File: src/rtl/bus_sched_ctrl.sv
// bus_sched_ctrl: round-robin grant controller for the four-master shared bus.
// A grant is held from address strobe until slave ready. A per-tenure burst
// limit makes a busy master yield, and an optional watchdog frees the bus when
// the selected slave never answers.
// Build option: define BUS_SCHED_TMO_EN to include the slave-ready watchdog.
// Without it, WAIT exits only on s_rdy and tmo_err/tmo_master read as zero.
//
// state | meaning
// IDLE  | no grant; arbitrate among req, starting after the last owner
// GRANT | grant held; owner may issue a transaction or release the bus
// WAIT  | transaction issued; grant frozen until s_rdy (or watchdog expiry)
module bus_sched_ctrl #(
   parameter int TMO_CYCLES = 255,
   parameter int CNT_W      = 8,
   parameter int BURST_MAX  = 4
) (
   input  logic       clk,
   input  logic       rst,
   input  logic [3:0] req,
   input  logic [3:0] m_as,
   input  logic       s_rdy,
   output logic [3:0] grnt,
   output logic [1:0] owner,
   output logic       busy,
   output logic       tmo_err,
   output logic [1:0] tmo_master
);

   localparam int              BC_W      = $clog2(BURST_MAX + 1);
   localparam logic [BC_W-1:0] BURST_LIM = BC_W'(BURST_MAX);

   typedef enum logic [1:0] {
      IDLE  = 2'd0,
      GRANT = 2'd1,
      WAIT  = 2'd2
   } state_t;

   state_t          state;
   logic [1:0]      last;
   logic [BC_W-1:0] burst_cnt;

   logic [1:0] pick;
   logic [1:0] cand;
   logic       req_any;
   logic       others_req;
   logic       burst_full;
   logic       do_grant;
   logic       do_wait;
   logic       do_done;
   logic       do_tmo;
   logic       do_rel;

   // Reject parameter values outside their legal ranges at elaboration.
   generate
      if (BURST_MAX < 1) begin : g_bad_burst
         $error("bus_sched_ctrl: BURST_MAX must be at least 1");
      end
      if ((TMO_CYCLES < 2) || ($clog2(TMO_CYCLES + 1) > CNT_W)) begin : g_bad_tmo
         $error("bus_sched_ctrl: TMO_CYCLES must be 2..2**CNT_W-1");
      end
   endgenerate

   // Round-robin pick: first requester scanning last+1, last+2, ... mod 4.
   always_comb begin
      pick    = last;
      cand    = last;
      req_any = 1'b0;
      for (int i = 1; i <= 4; i++) begin
         cand = last + 2'(i);
         if (!req_any && req[cand]) begin
            pick    = cand;
            req_any = 1'b1;
         end
      end
   end

`ifdef BUS_SCHED_TMO_EN
   localparam logic [CNT_W-1:0] TMO_LOAD = CNT_W'(TMO_CYCLES - 1);

   logic [CNT_W-1:0] timer;

   // Watchdog down-counter: loaded on WAIT entry, expiry when it reaches zero.
   always_ff @(posedge clk) begin
      if (rst) begin
         timer      <= '0;
         tmo_err    <= 1'b0;
         tmo_master <= 2'd0;
      end else begin
         tmo_err <= do_tmo;
         if (do_tmo) begin
            tmo_master <= owner;
         end
         if (do_wait) begin
            timer <= TMO_LOAD;
         end else if ((state == WAIT) && (timer != '0)) begin
            timer <= timer - CNT_W'(1);
         end
      end
   end
`else
   assign tmo_err    = 1'b0;
   assign tmo_master = 2'd0;
`endif

   // Per-cycle decisions for the current state; the FSM below registers them.
   always_comb begin
      others_req = |(req & ~grnt);
      burst_full = (burst_cnt == BURST_LIM);
      do_grant   = (state == IDLE) && req_any;
      do_wait    = (state == GRANT) && m_as[owner] && !s_rdy;
      do_done    = ((state == GRANT) && m_as[owner] && s_rdy) ||
                   ((state == WAIT) && s_rdy);
`ifdef BUS_SCHED_TMO_EN
      do_tmo     = (state == WAIT) && !s_rdy && (timer == '0);
`else
      do_tmo     = 1'b0;
`endif
      // A timeout release counts as an ordinary release for round-robin.
      do_rel     = ((state == GRANT) && !m_as[owner] &&
                    (!req[owner] || (burst_full && others_req))) || do_tmo;
   end

   // Scheduler FSM with registered grant, owner and busy.
   always_ff @(posedge clk) begin
      if (rst) begin
         state     <= IDLE;
         grnt      <= 4'b0000;
         owner     <= 2'd0;
         busy      <= 1'b0;
         last      <= 2'd3;
         burst_cnt <= '0;
      end else if (do_grant) begin
         grnt      <= 4'b0001 << pick;
         owner     <= pick;
         burst_cnt <= '0;
         busy      <= 1'b1;
         state     <= GRANT;
      end else if (do_rel) begin
         // Dropping to all-zero for one cycle keeps the master mux glitch-free.
         grnt  <= 4'b0000;
         last  <= owner;
         busy  <= 1'b0;
         state <= IDLE;
      end else begin
         if (do_wait) begin
            state <= WAIT;
         end
         if (do_done) begin
            state <= GRANT;
            // Saturate so a lone requester never wraps into a false yield.
            if (!burst_full) begin
               burst_cnt <= burst_cnt + BC_W'(1);
            end
         end
      end
   end

endmodule

File: config.mk
export PLATFORM = sky130hd
export DESIGN_NAME = bus_sched_ctrl
export DESIGN_NICKNAME = d
export VERILOG_FILES = /design/src/rtl/bus_sched_ctrl.sv
export SDC_FILE = /design/constraint.sdc
export NUM_CORES = 1
export LEC_CHECK = 0
export ABC_AREA = 1
export CAP_MARGIN = 40
export CORE_AREA = 2 2 64 66
export DETAILED_ROUTE_END_ITERATION = 6
export DIE_AREA = 0 0 66 68
export GPL_ROUTABILITY_DRIVEN = 0
export SLEW_MARGIN = 30
export SYNTH_ARGS = -nofsm -noshare
export SYNTH_HDL_FRONTEND = slang
export SYNTH_SLANG_ARGS = --single-unit
export TNS_END_PERCENT = 5
File: constraint.sdc
create_clock -name clk -period 1.7 [get_ports clk]
set_input_delay 0.34 -clock clk [delete_from_list [all_inputs] [get_ports clk]]
set_output_delay 0.34 -clock clk [all_outputs]
set_load 0.02 [all_outputs]
# Yosys cells after proc, flatten, opt, wreduce, memory -nomap -nowiden
# Index checks and enable logic that the tools add are counted.
[op_classes]
reduce_logical = 27
n_addsub = 4
n_shift = 1
n_eq_ne = 3
bitwise_logic = 5
magnitude_cmp = 5
muxes = 28
[op_table]
columns = ["op", "count"]
rows = [
  ["$mux 1", 16],
  ["$lt 2x3->1 const B", 5],
  ["$bmux 1 s2", 6],
  ["$logic_and 1x1->1", 11],
  ["$mux 2", 4],
  ["$mux 4", 2],
  ["$reduce_or 4->1", 2],
  ["$logic_not 1->1", 6],
  ["$add 2x2->2 const B", 2],
  ["$and 4x4->4", 1],
  ["$not 4->4", 1],
  ["$reduce_bool 4->1", 1],
  ["$shl 1x2->4 const A", 1],
  ["$add 3x1->3 const B", 1],
  ["$eq 3x3->1 const B", 1],
  ["$not 1->1", 3],
  ["$reduce_and 3->1", 1],
  ["$add 2x1->2 const B", 1],
  ["$eq 2x1->1 const B", 1],
  ["$eq 2x2->1 const B", 1],
  ["$logic_not 2->1", 1],
  ["$logic_or 1x1->1", 2],
  ["$reduce_and 2->1", 1],
  ["$reduce_bool 2->1", 1],
  ["$reduce_or 2->1", 1],
]
[word_totals]
elab_cells = 80
ff_bits = 14
in_bits = 11

# Depth between registers and ports, before layout
# Gate-level depths: netlist (run 1).
[logic_depth]
depth_word = 16
ltp_mapped = 13
depth_no_buf = 12

# Worst setup path after synthesis (run 1)
# Ideal clock, no wire load.
[synth_path]
kind = "register to register"
from = "register owner[0]"
to = "register burst_cnt[2]"
arrival_ns = 1.325
path_buffers = 0
stages_incl_launch_ff = 12
synth_period_minus_slack_ns = 1.443
setup_slack_ns = 0.257
path_cell_list = "dfxtp_1 nand2_1 nand2_1 nand2_1 o21ai_1 nand2_1 nand2_1 nand2_1 nor2_2 inv_1 nand2_1 a21oi_1"
[synth_between]
elab_chain_len = 7
word_cells_on_any_way = 14
classes_between = "4 x mux; 1 x bitwise; 9 x reduce/logical"
[synth_lines]
columns = ["item", "line_no", "text"]
rows = [
  ["start, declared", "23", "output logic [1:0] owner,"],
  ["start signal, assigned", "134", "owner <= pick;"],
  ["$bmux 1 s2 (on tied branches)", "111, 119, 120", ""],
  ["$mux 1 (on tied branches)", "111, 119, 120", ""],
  ["$logic_not 1->1 (on tied branches)", "119, 120", ""],
  ["$logic_and 1x1->1 or $logic_or 1x1->1 (tied branches)", "119, 120", ""],
  ["$logic_and 1x1->1", "119", "do_rel = ((state == GRANT) && !m_as[owner] &&"],
  ["$not 1->1 (no line)", "n/a", ""],
  ["$reduce_and 3->1 (no line) (*)", "n/a", ""],
  ["end signal, assigned", "152", "burst_cnt <= burst_cnt + BC_W'(1);"],
  ["end, declared", "40", "logic [BC_W-1:0] burst_cnt;"],
]
# Mark *: on every way between the ends. The rest lies on a longest branch, timed or not. The select of a mux whose other input is x is not followed.
# A chain may end at the register's enable or synchronous reset.

# Final worst setup path (run 1)
[layout_path]
from = "register owner[1]"
to = "output port owner[1]"
# No word-level cell between the ends.

==> results of run 1 <==
[area by class of cell]
class	count	area [um2]
clock buffer	4	55.1
multi-input combinational	139	744
tap	50	62.6
timing repair buffer	28	262
inverter	20	77.6
fill	418	2370
sequential	14	283
[sequential cells by signal (all words and copies together) (netlist names)]
signal,flops
busy,1
owner,2
state,2
last,2
burst_cnt,3
grnt,4
[synth_stat cells]
library cell   n
buf_4          3
conb_1         1
nand2_2       15
o21ai_1        5
nand3_2        1
nor2_1        12
inv_2          4
o21bai_1       1
buf_6          2
nand2_4        4
o211ai_1       2
inv_4          1
nor3_2         2
nand3_1       13
ha_1           2
nand3_4        1
o21ai_0        7
nand2_1       55
a21oi_1       10
inv_1         15
nor2_4         2
nor2_2         2
dfxtp_1       14
o22ai_1        1
[power groups by stage]
stage | combinational [mW] | sequential, mW | clock [mW]
2_1_floorplan | 1.04 | 0.603 | 0
3_3_place_gp | 1.51 | 0.562 | 0
3_5_place_dp | 1.52 | 0.557 | 0
4_1_cts | 1.51 | 0.550 | 0.337
5_1_grt | 1.82 | 0.570 | 0.354
6_report | 1.59 | 0.552 | 0.332
[layer usage]
| metal | share of wire | global-route usage |
|---|---|---|
| met5 | 0 | 0 |
| met4 | 0.022 | 0.0612 |
| met3 | 0.024 | 0.0230 |
| met2 | 0.47 | 0.218 |
| met1 | 0.48 | 0.159 |
[through the flow]
stage / setup TNS (ns) / utilization / cells
after floorplan: 0 / - / 177
after global placement: -2.71 / 0.358 / 249
after detailed placement: -2.58 / 0.358 / 249
after CTS: 0 / 0.372 / 253
after global routing: 0 / 0.385 / 255
final: 0 / 0.385 / 255
[worst min-delay path by stage]
stage                   endpoint  slack, ns  depth (start not counted)              start
5_1_grt        busy$_SDFFE_PP0P_       0.50                          2  busy$_SDFFE_PP0P_
3_5_place_dp   busy$_SDFFE_PP0P_       0.46                          2  busy$_SDFFE_PP0P_
6_report       busy$_SDFFE_PP0P_       0.46                          2  busy$_SDFFE_PP0P_
2_1_floorplan  busy$_SDFFE_PP0P_       0.41                          1                rst
3_3_place_gp   busy$_SDFFE_PP0P_       0.45                          2  busy$_SDFFE_PP0P_
4_1_cts        busy$_SDFFE_PP0P_       0.46                          2  busy$_SDFFE_PP0P_
[logic make-up after synthesis]
kind of cell,share of synthesized area
buffers and inverters,0.111
other,0.00338
AO/OA/AOI/OAI,0.125
flip-flops,0.253
adder cells (fa/ha/maj),0.0226
AND/OR/NAND/NOR,0.485
[what timing repair did]
| item | CTS | global route |
|---|---|---|
| setup endpoints to repair | 1 | 14 |
| gates resized for setup | 1 | 12 |
| buffers inserted | 0 | 1 |
| gates cloned | 0 | 1 |
| pin swaps | 0 | 4 |
==> flow_summary.ini, run 1 <==
[power]
internal_power_mw = 1.28
power.density_nw_per_um2 = 1670
power_frac_comb = 0.643
p_total_mw = 2.48
switching_share = 0.485
power.switching_mw = 1.20
p_clk_frac = 0.134
p_leak_nw = 0.717
seqPwrFrac = 0.223
ir_drop_v = 0.000574

[setup_path]
worstReg2RegStart = last[0]$_SDFFE_PP1P_
rr_worst_depth = 11
cp.depth = 1
required_ns = 1.36
critPathSlowestCell = clkdlybuf4s50_1
reg2reg_to = owner[0]$_SDFFE_PP0P_
start_kind = flop
worstPathCellList = clkdlybuf4s50_1
critical_path_class = reg -> out
r2r_slack_ns = 0.17
max_stage_delay_ns = 0.64
worstPathArrival_ns = 1.28
cp-end-kind = primary output
critical_path_buf_inv_count = 1
crit_start = owner[1]$_SDFFE_PP0P_
cp_max_fo = 4
critical_path.top_delay_family = buffers and inverters
crit_end = owner[1]

[drt]
drc = 0
dr.pass1.iters = 4
via_count = 1130
drt-initial-drc-count = 56
wirelength_mm = 2.62
viasPerCell = 4.43
ant_nets = 0
wire_per_inst_um = 10.3

[cts]
cts_made_buffers = 3
insertion_delay_ns = 0.25
path_clk_slew_ns = 0.07
cts_tree = yes
cts_root_buffer = clkbuf_8
hold_buffers = 0
clk_path_buf_depth = 2
cts_sinks = 14
htree_levels = 1

[place]
placed_area_um2 = 1380
place_ws_ns = -0.202
place_hpwl_mm = 2.07
portBuffers = 17

[logic_synthesis]
synth.area.top_cells = dfxtp_1, nand2_1, nand2_2, nand3_1, inv_1
synth_top_area_frac = 0.253
synth_top_area_cell = dfxtp_1
synthesis.instances = 175
ys_seq_area_frac = 0.253
synth_area_um2 = 1110
syn_area_per_cell_um2 = 6.33
synth_cell_types = 24
synth_seq_cells = 14
ys_warn_count = 0

[timing]
setup_violations = 0
period_share = 0.952
fin_crit_ns = 1.62
hold_ws_ns = 0.458
hold_viol_final = 0
fin_ws_ns = 0.0821
fmax_ghz = 0.618
rsz0062_at_grt = no
skew_ns = 0.00856
slew_viol_final = 0

[layout]
insertedDiodeCount = 0
final_cell_mix = nand2_1, nand2_2, inv_1
final_common_cell = nand2_1
drive_above_1_share = 0.259
finish.net_count = 219
areaGrowthSynthToFinish_pct = 33.9
fin_area_um2 = 1480

[die]
dieArea_um2 = 4490
rows = 23
die_w_um = 66
die_h_um = 68
start_util = 0.287
coreArea_um2 = 3860
num_io_pins = 21

[global_routing]
grt-ovfl-total = 0
grt_max_degree = 11
grt_usage = 0.129
grt_pass1_vias = 1012
antenna_found_initial = 0
grt_pass1_wl_mm = 4.45

[hold_path]
min_path_type = reg -> reg

[run]
drv_cap = 0

[run_status]
status = complete, no violations
No activity file was read; power rests on OpenSTA's default activity.
==> run 2: changes to the inputs <==
--- a/config.mk
+++ b/config.mk
@@ -7,9 +7,9 @@
 export LEC_CHECK = 0
 export ABC_AREA = 1
 export CAP_MARGIN = 40
-export CORE_AREA = 2 2 64 66
+export CORE_AREA = 2 2 68 63
 export DETAILED_ROUTE_END_ITERATION = 6
-export DIE_AREA = 0 0 66 68
+export DIE_AREA = 0 0 70 65
 export GPL_ROUTABILITY_DRIVEN = 0
 export SLEW_MARGIN = 30
 export SYNTH_ARGS = -nofsm -noshare
==> run 2 against run 1 <==
Compared with the run above:
- critical path type unchanged
- register-to-register slack hardly changed
- non-clock buffer count is 2 higher
- critical path depth stayed put
- clock skew is 0.0038 ns lower
- fmax is 0.74% higher
==> flow_summary.ini, run 2 (same netlist as run 1, synthesis figures left out) <==
[run_status]
status = complete, no violations

[setup_path]
reg2reg_to = owner[0]$_SDFFE_PP0P_
cp.depth = 1
start_kind = flop
critical_path_class = reg -> out
critical_path.top_delay_family = buffers and inverters
critPathSlowestCell = clkdlybuf4s50_1
cp-end-kind = primary output
critical_path_buf_inv_count = 1
required_ns = 1.36
worstReg2RegStart = last[0]$_SDFFE_PP1P_
worstPathArrival_ns = 1.27
max_stage_delay_ns = 0.63
cp_max_fo = 4
r2r_slack_ns = 0.17
rr_worst_depth = 11
worstPathCellList = clkdlybuf4s50_1

[cts]
cts_root_buffer = clkbuf_8
cts_sinks = 14
insertion_delay_ns = 0.24
cts_made_buffers = 3
clk_path_buf_depth = 2
cts_tree = yes
htree_levels = 1
path_clk_slew_ns = 0.06

[timing]
setup_violations = 0
slew_viol_final = 0
fmax_ghz = 0.623
period_share = 0.945
rsz0062_at_grt = no
hold_viol_final = 0
fin_crit_ns = 1.61
skew_ns = 0.00472
hold_ws_ns = 0.455

[place]
placed_area_um2 = 1390
portBuffers = 17
place_hpwl_mm = 2.12

[power]
p_total_mw = 2.49
ir_drop_v = 0.000626
p_leak_nw = 0.707
power.density_nw_per_um2 = 1690

[global_routing]
grt_usage = 0.123
grt_pass1_vias = 1073
antenna_found_initial = 0
grt_max_degree = 11
grt-ovfl-total = 0
grt_pass1_wl_mm = 4.66

[drt]
drt-initial-drc-count = 69
wire_per_inst_um = 10.3
via_count = 1139
viasPerCell = 4.48
ant_nets = 0
dr.pass1.iters = 4
wirelength_mm = 2.61
drc = 0

[layout]
fin_area_um2 = 1470
drive_above_1_share = 0.267
final_cell_mix = nand2_1, nand2_2
finish.net_count = 220
final_common_cell = nand2_1
insertedDiodeCount = 0
areaGrowthSynthToFinish_pct = 32.7
largest_register = grnt
largestRegisters = grnt: 4 flops, burst_cnt: 3 flops
largest_reg_flops = 4

[hold_path]
min_from = busy$_SDFFE_PP0P_
holdPathEnd = busy$_SDFFE_PP0P_
holdPathStages = 2
min_path_type = reg -> reg

[die]
die_w_um = 70
coreArea_um2 = 3910
start_util = 0.284
num_io_pins = 21
rows = 22
dieArea_um2 = 4550
die_h_um = 65

[run]
drv_cap = 0
## run 2: worst max path at each step
stage	start	to	slack, ns
finish	owner[1]$_SDFFE_PP0P_	owner[1]	0.09
global route	m_as[0]	burst_cnt[2]$_SDFFE_PP0P_	0.007
CTS	req[2]	last[1]$_SDFFE_PP1P_	0.06
detailed placement	req[0]	owner[0]$_SDFFE_PP0P_	-0.27
global placement	req[0]	owner[0]$_SDFFE_PP0P_	-0.25
floorplan	owner[0]$_SDFFE_PP0P_	burst_cnt[2]$_SDFFE_PP0P_	0.26
## run 2: final cells by class
cell class                      count  area, um2
Sequential cell                    14        284
Tap cell                           48       60.1
Inverter                           20       77.6
Clock buffer                        4       55.1
Multi-Input combinational cell    138        721
Fill cell                         426       2440
Timing Repair Buffer               30        274
## run 2: worst reg2reg max path, cell delays in order (launching register included)
cell and delay, ns:
dfxtp_2 0.33, buf_4 0.16, nand2_2 0.07, nand2_2 0.07
nand2_2 0.10, nand2_4 0.09, nor2_4 0.12, nand3_2 0.09
nand2_4 0.15, inv_1 0.07, o21ai_1 0.12, nor2_1 0.05
## run 2: metal layers
metal / up-vias / GRT usage / wire, um
li1: 611 / - / -
met1: 511 / 0.159 / 1300
met2: 15 / 0.214 / 1210
met3: 2 / 0.0233 / 92
met4: 0 / 0.0216 / 9
met5: - / 0 / 0
## run 2: what timing repair did
action | 4_1_cts | 5_1_grt
buffers inserted | 0 | 1
pin swaps | 0 | 2
endpoints found under the setup margin | 3 | 13
hold endpoints to repair | 0 | 0
hold buffers | 0 | 0
gates cloned | 0 | 0
resized for setup | 1 | 10
## run 2: report_power, final
part | leakage [nW] | switching, mW | internal [mW]
Clock | 0.0288 | 0.113 | 0.205
Combinational | 0.564 | 0.972 | 0.663
Sequential | 0.114 | 0.0970 | 0.438
Total | 0.707 | 1.18 | 1.31
## run 2: stage by stage
| step | util | TNS [ns] | cells | worst slack (ns) |
|---|---|---|---|---|
| floorplan | - | 0 | 177 | 0.257 |
| global placement | 0.356 | -3.08 | 249 | -0.249 |
| detailed placement | 0.356 | -3.28 | 249 | -0.272 |
| CTS | 0.370 | 0 | 253 | 0.0576 |
| global route | 0.376 | 0 | 254 | 0.00673 |
| finish | 0.376 | 0 | 254 | 0.0939 |
